### src/rtl/phase_arbiter.sv
// phase_arbiter: four-approach signal-phase scheduler with demand-sized greens, clearance,
// emergency pre-emption and an optional pedestrian walk phase (enabled by PHASE_ARB_PED_EN).
module phase_arbiter #(
  parameter int unsigned MIN_GREEN   = 4,
  parameter int unsigned MAX_GREEN   = 20,
  parameter int unsigned NIGHT_GREEN = 6,
  parameter int unsigned YELLOW_TIME = 2,
  parameter int unsigned ALLRED_TIME = 1,
  parameter int unsigned PED_TIME    = 8
) (
  input  logic        clk,
  input  logic        rst,
  input  logic [63:0] laneCounts,
  input  logic        nightMode,
  input  logic        pedReq,
  input  logic        emgReq,
  input  logic [7:0]  emgLane,
  output logic [7:0]  greenMask,
  output logic [7:0]  yellowMask,
  output logic        pedWalk,
  output logic [1:0]  phase,
  output logic [7:0]  countdown,
  output logic        emgActive
);

  typedef enum logic [2:0] {
    ST_ALLRED = 3'd0,
    ST_GREEN  = 3'd1,
    ST_YELLOW = 3'd2,
    ST_PED    = 3'd3,
    ST_EMG    = 3'd4
  } state_t;

  localparam logic [7:0] YEL_LOAD   = 8'(YELLOW_TIME - 1);
  localparam logic [7:0] AR_LOAD    = 8'(ALLRED_TIME - 1);
  localparam logic [7:0] PED_LOAD   = 8'(PED_TIME - 1);
  localparam logic [7:0] NIGHT_LOAD = 8'(NIGHT_GREEN - 1);
  localparam logic [9:0] MIN_G10    = 10'(MIN_GREEN);
  localparam logic [9:0] MAX_G10    = 10'(MAX_GREEN);

`ifdef PHASE_ARB_PED_EN
  localparam bit PED_EN = 1'b1;
`else
  localparam bit PED_EN = 1'b0;
`endif

  state_t     state_q, state_d;
  logic [1:0] phase_q, phase_d;
  logic [7:0] countdown_q, countdown_d;
  logic [7:0] green_mask_q, green_mask_d;
  logic [7:0] yellow_mask_q, yellow_mask_d;
  logic       ped_walk_q, ped_walk_d;
  logic       emg_active_q, emg_active_d;
  logic       ped_go;

  // Per-approach demand: 9-bit sum of the two lane counts of each approach.
  logic [8:0] approach_sum [4];
  genvar gi;
  generate
    for (gi = 0; gi < 4; gi++) begin : g_sum
      assign approach_sum[gi] = {1'b0, laneCounts[16*gi+8 +: 8]} + {1'b0, laneCounts[16*gi +: 8]};
    end
  endgenerate

  // Emergency lane decode: highest set bit wins, lane pair gives the approach.
  logic [2:0] emg_bit;
  logic       emg_valid;
  logic [1:0] emg_dir;
  always_comb begin
    emg_bit = 3'd0;
    for (int i = 0; i < 8; i++) begin
      if (emgLane[i]) emg_bit = 3'(i);
    end
  end
  assign emg_valid = emgReq & (|emgLane);
  assign emg_dir   = emg_bit[2:1];

  // Largest demand wins; strict compare keeps the earliest approach in round-robin order.
  logic [1:0] arb_dir, arb_cand;
  logic [8:0] arb_sum;
  always_comb begin
    arb_dir  = phase_q + 2'd1;
    arb_cand = arb_dir;
    arb_sum  = approach_sum[arb_dir];
    for (int k = 1; k < 4; k++) begin
      arb_cand = phase_q + 2'd1 + 2'(k);
      if (approach_sum[arb_cand] > arb_sum) begin
        arb_dir = arb_cand;
        arb_sum = approach_sum[arb_cand];
      end
    end
  end

  logic [9:0] day_green;
  logic [7:0] green_load;
  always_comb begin
    day_green = MIN_G10 + {3'b000, arb_sum[8:2]};
    if (day_green > MAX_G10) day_green = MAX_G10;
    green_load = nightMode ? NIGHT_LOAD : 8'(day_green - 10'd1);
  end

`ifdef PHASE_ARB_PED_EN
  logic ped_pending_q, ped_pending_d;
  assign ped_go = ped_pending_q;
  always_comb begin
    ped_pending_d = ped_pending_q | pedReq;
    if (state_q == ST_ALLRED && state_d == ST_PED) ped_pending_d = 1'b0;
  end
`else
  logic unused_ped_req;
  assign unused_ped_req = pedReq;
  assign ped_go         = 1'b0;
`endif

  always_comb begin
    state_d     = state_q;
    phase_d     = phase_q;
    countdown_d = (countdown_q == 8'd0) ? 8'd0 : countdown_q - 8'd1;
    case (state_q)
      ST_ALLRED: begin
        if (countdown_q == 8'd0) begin
          if (emg_valid) begin
            state_d     = ST_EMG;
            phase_d     = emg_dir;
            countdown_d = 8'd0;
          end else if (ped_go) begin
            state_d     = ST_PED;
            countdown_d = PED_LOAD;
          end else begin
            state_d     = ST_GREEN;
            phase_d     = arb_dir;
            countdown_d = green_load;
          end
        end
      end
      ST_GREEN: begin
        if (emg_valid && emg_dir == phase_q) begin
          state_d     = ST_EMG;
          countdown_d = 8'd0;
        end else if (emg_valid || countdown_q == 8'd0) begin
          state_d     = ST_YELLOW;
          countdown_d = YEL_LOAD;
        end
      end
      ST_YELLOW: begin
        if (countdown_q == 8'd0) begin
          state_d     = ST_ALLRED;
          countdown_d = AR_LOAD;
        end
      end
      ST_PED: begin
        if (emg_valid || countdown_q == 8'd0) begin
          state_d     = ST_ALLRED;
          countdown_d = AR_LOAD;
        end
      end
      ST_EMG: begin
        countdown_d = 8'd0;
        // Release or a move to another approach both clear through yellow and all-red.
        if (!emg_valid || emg_dir != phase_q) begin
          state_d     = ST_YELLOW;
          countdown_d = YEL_LOAD;
        end
      end
      default: begin
        state_d     = ST_ALLRED;
        countdown_d = AR_LOAD;
      end
    endcase
  end

  always_comb begin
    green_mask_d  = 8'h00;
    yellow_mask_d = 8'h00;
    if (state_d == ST_GREEN || state_d == ST_EMG) green_mask_d = 8'h03 << {phase_d, 1'b0};
    if (state_d == ST_YELLOW) yellow_mask_d = 8'h03 << {phase_d, 1'b0};
    ped_walk_d   = PED_EN && (state_d == ST_PED);
    emg_active_d = (state_d == ST_EMG);
  end

  always_ff @(posedge clk or posedge rst) begin
    if (rst) begin
      state_q       <= ST_ALLRED;
      phase_q       <= 2'd3;
      countdown_q   <= AR_LOAD;
      green_mask_q  <= 8'h00;
      yellow_mask_q <= 8'h00;
      ped_walk_q    <= 1'b0;
      emg_active_q  <= 1'b0;
`ifdef PHASE_ARB_PED_EN
      ped_pending_q <= 1'b0;
`endif
    end else begin
      state_q       <= state_d;
      phase_q       <= phase_d;
      countdown_q   <= countdown_d;
      green_mask_q  <= green_mask_d;
      yellow_mask_q <= yellow_mask_d;
      ped_walk_q    <= ped_walk_d;
      emg_active_q  <= emg_active_d;
`ifdef PHASE_ARB_PED_EN
      ped_pending_q <= ped_pending_d;
`endif
    end
  end

  assign greenMask  = green_mask_q;
  assign yellowMask = yellow_mask_q;
  assign pedWalk    = ped_walk_q;
  assign phase      = phase_q;
  assign countdown  = countdown_q;
  assign emgActive  = emg_active_q;

endmodule
### config.mk
export PLATFORM = sky130hd
export DESIGN_NAME = phase_arbiter
export DESIGN_NICKNAME = d
export VERILOG_FILES = /design/src/rtl/phase_arbiter.sv
export SDC_FILE = /design/constraint.sdc
export NUM_CORES = 1
export LEC_CHECK = 0
export ABC_AREA = 1
export CORE_ASPECT_RATIO = 1.4
export CORE_UTILIZATION = 40
export DETAILED_ROUTE_END_ITERATION = 8
export PLACE_DENSITY_LB_ADDON = 0.1
export SLEW_MARGIN = 20
export SYNTH_ARGS = -nofsm -noshare
export SYNTH_HDL_FRONTEND = slang
export SYNTH_SLANG_ARGS = --single-unit
### constraint.sdc
create_clock -name clk -period 8.2 [get_ports clk]
set_clock_uncertainty 0.05 [all_clocks]
set_input_delay 0.82 -clock clk [delete_from_list [all_inputs] [get_ports clk]]
set_output_delay 0.82 -clock clk [all_outputs]
set_load 0.05 [all_outputs]
==> results of run 1 <==
-- area by class of cell --
class / count / share of cell area
multi-input combinational: 700 / 0.631
timing repair buffer: 119 / 0.180
sequential: 22 / 0.0862
inverter: 102 / 0.0616
tap: 150 / 0.0293
clock buffer: 4 / 0.0123
-- through the flow --
stage / std cells / setup TNS [ns] / hold slack [ns] / setup WS, ns
2_1_floorplan: 853 / 0 / 0.472 / 1.26
5_1_grt: 1097 / -0.0395 / 0.565 / -0.0395
6_report: 1097 / 0 / 0.533 / 0.562
3_3_place_gp: 1090 / 0 / 0.508 / 0.163
4_1_cts: 1094 / 0 / 0.533 / 0.326
3_5_place_dp: 1090 / 0 / 0.518 / 0.0836
-- placed cells by master, fill, tap and decap left out, types with 10 or more instances in the layout --
| cell type | count |
|---|---|
| sky130_fd_sc_hd__nand4_1 | 10 |
| sky130_fd_sc_hd__o21ai_0 | 33 |
| sky130_fd_sc_hd__nand2_1 | 271 |
| sky130_fd_sc_hd__a21oi_1 | 27 |
| sky130_fd_sc_hd__nor2_1 | 51 |
| sky130_fd_sc_hd__clkdlybuf4s50_1 | 102 |
| sky130_fd_sc_hd__inv_1 | 88 |
| sky130_fd_sc_hd__nand3_2 | 19 |
| sky130_fd_sc_hd__nand2_2 | 19 |
| sky130_fd_sc_hd__nand3_1 | 118 |
| sky130_fd_sc_hd__buf_4 | 16 |
| sky130_fd_sc_hd__ha_1 | 63 |
| sky130_fd_sc_hd__dfrtp_1 | 20 |
-- registers in the layout (all words and copies together), names as in the netlist --
signal      count
phase           2
state_q         3
yellowMask      4
greenMask       4
countdown       8
emgActive       1
-- cell families after synthesis --
group	count (synthesis)	share of synthesized area
AND/OR/NAND/NOR	534	0.484
buffers and inverters	131	0.115
AO/OA/AOI/OAI	86	0.100
adder cells (fa/ha/maj)	67	0.168
flip-flops	22	0.107
XOR/XNOR	11	0.0223
other	1	0.000727
multiplexers	1	0.00194
-- path summary, 6_finish.rpt --
check	startpoint	to	depth (start not counted)
min in group asynchronous	rst	state_q[2]$_DFF_PP0_	2
worst max register to register	phase[1]$_DFF_PP1_	countdown[1]$_DFF_PP0_	45
worst min register to register	state_q[1]$_DFF_PP0_	state_q[1]$_DFF_PP0_	2
worst max-delay path	laneCounts[16]	countdown[1]$_DFF_PP0_	53
max in group asynchronous	rst	greenMask[3]$_DFF_PP0_	2
worst min-delay path	state_q[1]$_DFF_PP0_	state_q[1]$_DFF_PP0_	2
-- routing by layer --
metal / part of all wire / vias up
met5: 0 / -
met4: 0.042 / 0
met3: 0.026 / 33
met2: 0.54 / 113
met1: 0.39 / 2454
li1: - / 2970
-- tightest hold or removal path, cell delays in order (launching register included) --
cell and delay [ns]:
sky130_fd_sc_hd__dfrtp_1 0.38, sky130_fd_sc_hd__a21oi_1 0.10, sky130_fd_sc_hd__inv_1 0.07
-- repair_timing --
| action | CTS | global route |
|---|---|---|
| setup endpoints to repair | 0 | 12 |
| buffers inserted | 0 | 3 |
| hold endpoints to repair | 0 | 0 |
| resized for setup | 0 | 15 |
==> results.md, run 1 <==
- Number of violations reported at the end of detailed-routing iteration 0: 160
- Failing checks: DRC
- Met1 track demand over resource: 0.223
- Vias after detailed routing: between 5,000 and 6,000
- CP max FO: 8
- Global Route Usage Sum: 0.224
- Most used routing layer in global routing: met2
- Met3 capacity usage during global routing: 0.00566
- Worst slew margin relative to its limit: 0.441
- Antenna-violating nets left: 0
- Tcrit/Tclk final: 0.932
- Routed wirelength normalized by instance count: 13.1 µm
- FF+latch area: about 550 µm²
- Cell type with the highest occurrence count on the critical path: sky130_fd_sc_hd__nand2_1
- Chip Height: 136 µm
- Most common cell in the synthesized netlist: sky130_fd_sc_hd__nand2_1
- Cells after synthesis: 853
- Remaining global-route overflow: 0
- Post-synth top area share: 0.199
- Result of the run: finished with violations
- Via count of the first global-routing pass: around 5,400
- Routing usage on met2: 0.475
- Clock tree from TritonCTS: done
- Critical Path AT: 7.78 ns
- Post-detail-place hpwl: 12,500 µm
- Critical Path End Type: flop
- TritonCTS Sinks: 22
- Clock network latency to the later pin of the worst-skew pair: 0.26 ns
- Final Net Count: ~1,100
- Post-synthesis instance area: 0.00516 mm²
- Layout cell share with drive strength beyond 1: 0.100
- Clock Tree Buf Depth: 2
- Area Growth Syn to Fin: 24.3%
- Warnings, synthesis: 0
- Routability congestion estimate from global placement: 0.944
- Element type at the critical path start: primary input
- Crit Path Category: in2reg
- Flops & latches, synth: 22
- Placeable core area: 0.0124 mm²
- Number of primary I/O pins: 105
- Effective utilization at floorplan: 0.415
- Flip-flop cell with the highest count after synthesis: sky130_fd_sc_hd__dfrtp_1
- Clock Tree Root: sky130_fd_sc_hd__clkbuf_16
- Leading post-synthesis cells by instance count: sky130_fd_sc_hd__nand2_1, sky130_fd_sc_hd__nand3_1, sky130_fd_sc_hd__inv_1, sky130_fd_sc_hd__ha_1, sky130_fd_sc_hd__nor2_1
- Synthesized Nets: approximately 1,000
- Instance area after placement: 0.00627 mm²
- Number of levels the H-tree was split into: 1
- Horizontal die dimension: 98.0 µm
- Minimum period implied by the final worst setup slack: roughly 7.6 ns
- Distinct cells, synth: 50
- Row count: 48
- Sequential-to-total area share from yosys stat: 0.107
- Combined area of the multi-input logic cells: 0.00405 mm²
- Total buffers and inverters traversed by the critical path: 9
- Pin count of the biggest net entering global routing: 39
- Final count of hold timing violations: 0
- Remaining DRCs: 10
- Utilization after layout: 0.516
- Total clock buffers created by CTS: 3
- Biggest area contributors in the synthesized netlist: sky130_fd_sc_hd__nand2_1, sky130_fd_sc_hd__ha_1, sky130_fd_sc_hd__nand3_1
- First drt pass iteration count: 6
- Flop-to-flop setup slack: about 1.4 ns
- Count of flip-flops with a built-in enable after synthesis: 0
- Worst-path clk slew: 0.06 ns
- Maximum single-stage delay on the critical path: 0.46 ns
- Type of the worst min-delay path: reg2reg
- CP max stage cell: sky130_fd_sc_hd__clkdlybuf4s50_1
- # setup viols final: 0
- Port Buffers: roughly 100
- Final number of max-transition violations: 0
- Finished layout cell area: 0.00642 mm²
- Number of antenna violations at the first check in global routing: 0
- Max Cap Viol: 0
- Required time at the worst-slack endpoint: 8.34 ns
- Top Family by Delay on Critical Path: simple AND/OR/NAND/NOR gates
- Post-synthesis async set-or-reset flop share: 1.00
- Wire length of the first global-routing pass: about 24,000 µm
- DRT Wirelength: 14,400 µm
- Most area-hungry cell type in the Yosys netlist: sky130_fd_sc_hd__nand2_1
- Number of diodes added for antenna fixing: 0
- Mean area per synthesized cell: 6.05 µm²
- Fill count: 1,337
- Number of hold buffers added after CTS: 0
- Die outline area: 0.0134 mm²
- Routed vias/inst: 5.08
- Achievable Freq: 0.131 GHz
- Measured slew at the worst slew-check pin: 0.837 ns
Power of run 1 is not shown: default switching activity piles up to over one toggle a cycle in this logic, so the estimate is an artifact.
==> inputs of run 2 (changes only) <==
--- a/config.mk
+++ b/config.mk
@@ -7,6 +7,7 @@
 export LEC_CHECK = 0
 export ABC_AREA = 1
 export CORE_ASPECT_RATIO = 1.4
+export CORE_MARGIN = 3
 export CORE_UTILIZATION = 40
 export DETAILED_ROUTE_END_ITERATION = 8
 export PLACE_DENSITY_LB_ADDON = 0.1
==> run 2 against run 1 <==
Cell count rose by 0.27%. First-iteration DRC count rose by 17%. Worst hold slack improved by 0.024 ns. Clock-buffer cell count fell by 1. Final area rose by 1.2%. The run now ends clean. Critical path type unchanged. Via count rose by 1.9%.
==> results.md, run 2 (same netlist as run 1, synthesis figures left out) <==
- Port Buffers: 102 (unchanged)
- R2R Path End: countdown[1]$_DFF_PP0_ (unchanged)
- Via count of the first global-routing pass: 5,324 (was 5,432)
- Result of the run: finished, final reports clean (was finished with violations)
- Placeable core area: 0.0125 mm² (was 0.0124 mm²)
- Final count of hold timing violations: 0 (unchanged)
- Measured slew at the worst slew-check pin: 0.819 ns (was 0.837 ns)
- Minimum setup slack after placement: 0.115 ns (was 0.0836 ns)
- DRT Wirelength: 14,700 µm (was 14,400 µm)
- Type of the worst min-delay path: reg2reg (unchanged)
- Layout cell share with drive strength beyond 1: 0.114 (was 0.100)
- Clock Tree Root: sky130_fd_sc_hd__clkbuf_16 (unchanged)
- Routed vias/inst: 5.16 (was 5.08)
- Most frequent standard cell in the layout excluding fill and tap cells: sky130_fd_sc_hd__nand2_1 (unchanged)
- Finished layout cell area: 0.00649 mm² (was 0.00642 mm²)
- Worst slew margin relative to its limit: 0.453 (was 0.441)
- Hold_ws: 0.557 ns (was 0.533 ns)
- Crit Path Category: in2reg (unchanged)
- Routing usage on met2: 0.406 (was 0.475)
- Chip Height: 140 µm (was 136 µm)
- Post-route setup TNS: 0 ns (unchanged)
- Global Route Usage Sum: 0.203 (was 0.224)
- Total clock buffers created by CTS: 3 (unchanged)
- Critical hold path startpoint: state_q[1]$_DFF_PP0_ (unchanged)
- Combined area of the multi-input logic cells: 0.00409 mm² (was 0.00405 mm²)
- Commonest cells after routing, fill and taps aside: sky130_fd_sc_hd__nand2_1, sky130_fd_sc_hd__nand3_1, sky130_fd_sc_hd__clkdlybuf4s50_1, sky130_fd_sc_hd__inv_1, sky130_fd_sc_hd__ha_1 (unchanged)
- Max Cap Viol: 0 (unchanged)
- Max FFs per register: 8 (unchanged)
- Antenna-violating nets left: 0 (unchanged)
- Fill count: 1,319 (was 1,337)
- Post-detail-place hpwl: 12,500 µm (about the same)
- Number of levels the H-tree was split into: 1 (unchanged)
- Number of violations reported at the end of detailed-routing iteration 0: 187 (was 160)
- Critical path endpoint: countdown[1]$_DFF_PP0_ (unchanged)
- Vias after detailed routing: 5,677 (was 5,570)
- Element type at the critical path start: primary input (unchanged)
- Total buffers and inverters traversed by the critical path: 7 (was 9)
- Effective utilization at floorplan: 0.413 (was 0.415)
- Number of hold buffers added after CTS: 0 (unchanged)
- Final number of max-transition violations: 0 (unchanged)
- CP max FO: 7 (was 8)
- Critical Path AT: 7.81 ns (was 7.78 ns)
- Cell depth of the worst flop-to-flop path: 38 (was 45)
- Die outline area: 0.0143 mm² (was 0.0134 mm²)
- Most used routing layer in global routing: met2 (unchanged)
- Met3 capacity usage during global routing: 0.00747 (was 0.00566)
- Remaining DRCs: 0 (was 10)
- Final setup slack of the worst path: 0.537 ns (was 0.562 ns)
- FF+latch area: 553 µm² (unchanged)
- Horizontal die dimension: 102 µm (was 98.0 µm)
- # setup viols final: 0 (unchanged)
- Clock network latency to the later pin of the worst-skew pair: 0.26 ns (about the same)
- Tcrit/Tclk final: 0.935 (was 0.932)
- Met1 track demand over resource: 0.216 (was 0.223)
- Maximum single-stage delay on the critical path: 0.46 ns (about the same)
- Number of antenna violations at the first check in global routing: 0 (unchanged)
- Instance area after placement: 0.00624 mm² (was 0.00627 mm²)
- Required time at the worst-slack endpoint: 8.34 ns (about the same)
- Reg2reg start: phase[0]$_DFF_PP1_ (was phase[1]$_DFF_PP1_)
- Number of cells on the critical path: 48 (was 53)
- Wire length of the first global-routing pass: 23,500 µm (was 23,900 µm)
- Timing startpoint of the critical path: laneCounts[56] (was laneCounts[16])
- Instance count along the most critical hold path: 2 (unchanged)
- Minimum period implied by the final worst setup slack: 7.66 ns (was 7.64 ns)
- Routed wirelength normalized by instance count: 13.3 µm (was 13.1 µm)
- Flop-to-flop setup slack: 1.06 ns (was 1.41 ns)
- Top Family by Delay on Critical Path: simple AND/OR/NAND/NOR gates (unchanged)
- Routability congestion estimate from global placement: 0.943 (was 0.944)
- Number of primary I/O pins: 105 (unchanged)
- CP max stage cell: sky130_fd_sc_hd__clkdlybuf4s50_1 (unchanged)
- Clock Tree Buf Depth: 2 (unchanged)
- Clock tree from TritonCTS: done (unchanged)
- Remaining global-route overflow: 0 (unchanged)
- Worst-path clk slew: 0.06 ns (about the same)
- Number of diodes added for antenna fixing: 0 (unchanged)
- Row count: 48 (unchanged)
- First drt pass iteration count: 5 (was 6)
- Achievable Freq: 0.130 GHz (was 0.131 GHz)
- Area Growth Syn to Fin: 25.8% (was 24.3%)
- Final Net Count: 1,095 (was 1,092)
- Pin count of the biggest net entering global routing: 36 (was 39)
- Critical Path End Type: flop (unchanged)
- TritonCTS Sinks: 22 (unchanged)
- Cell type with the highest occurrence count on the critical path: sky130_fd_sc_hd__nand2_1 (unchanged)
-- run 2: routing by layer --
layer / up-vias / wire length, µm / part of all wire
li1: 2974 / - / -
met1: 2555 / 5810 / 0.40
met2: 123 / 7920 / 0.54
met3: 25 / 391 / 0.027
met4: 0 / 549 / 0.037
met5: - / 0 / 0
-- run 2: per-stage QoR --
step / instances / util
final: 1100 / 0.520
after detailed placement: 1086 / 0.499
after global routing: 1100 / 0.520
after CTS: 1090 / 0.508
after global placement: 1086 / 0.499
after floorplan: 853 / -
-- run 2: tightest hold or removal path: cells and delay by family, from the launching register on --
family	cells	cell delay, ns
AO/OA/AOI/OAI	1	0.11
buffers and inverters	1	0.07
flip-flops	1	0.39
-- run 2: final cells by class --
cell class                 count  share of cell area
multi-input combinational    701               0.629
timing repair buffer         121               0.180
clock inverter                 1             0.00463
inverter                     102              0.0605
sequential                    22              0.0852
clock buffer                   3              0.0116
tap                          150              0.0289
-- run 2: worst min path at each step --
stage / end / slack [ns]
after floorplan: state_q[1]$_DFF_PP0_ / 0.47
after global placement: state_q[1]$_DFF_PP0_ / 0.51
after detailed placement: state_q[1]$_DFF_PP0_ / 0.52
after CTS: state_q[1]$_DFF_PP0_ / 0.55
after global routing: countdown[6]$_DFF_PP0_ / 0.59
final: state_q[1]$_DFF_PP0_ / 0.56
-- run 2: timing repair --
action	4_1_cts	5_1_grt
resized for setup	0	23
setup buffers	0	9
endpoints found under the setup margin	0	8
Power of run 2 is left out for the same reason.
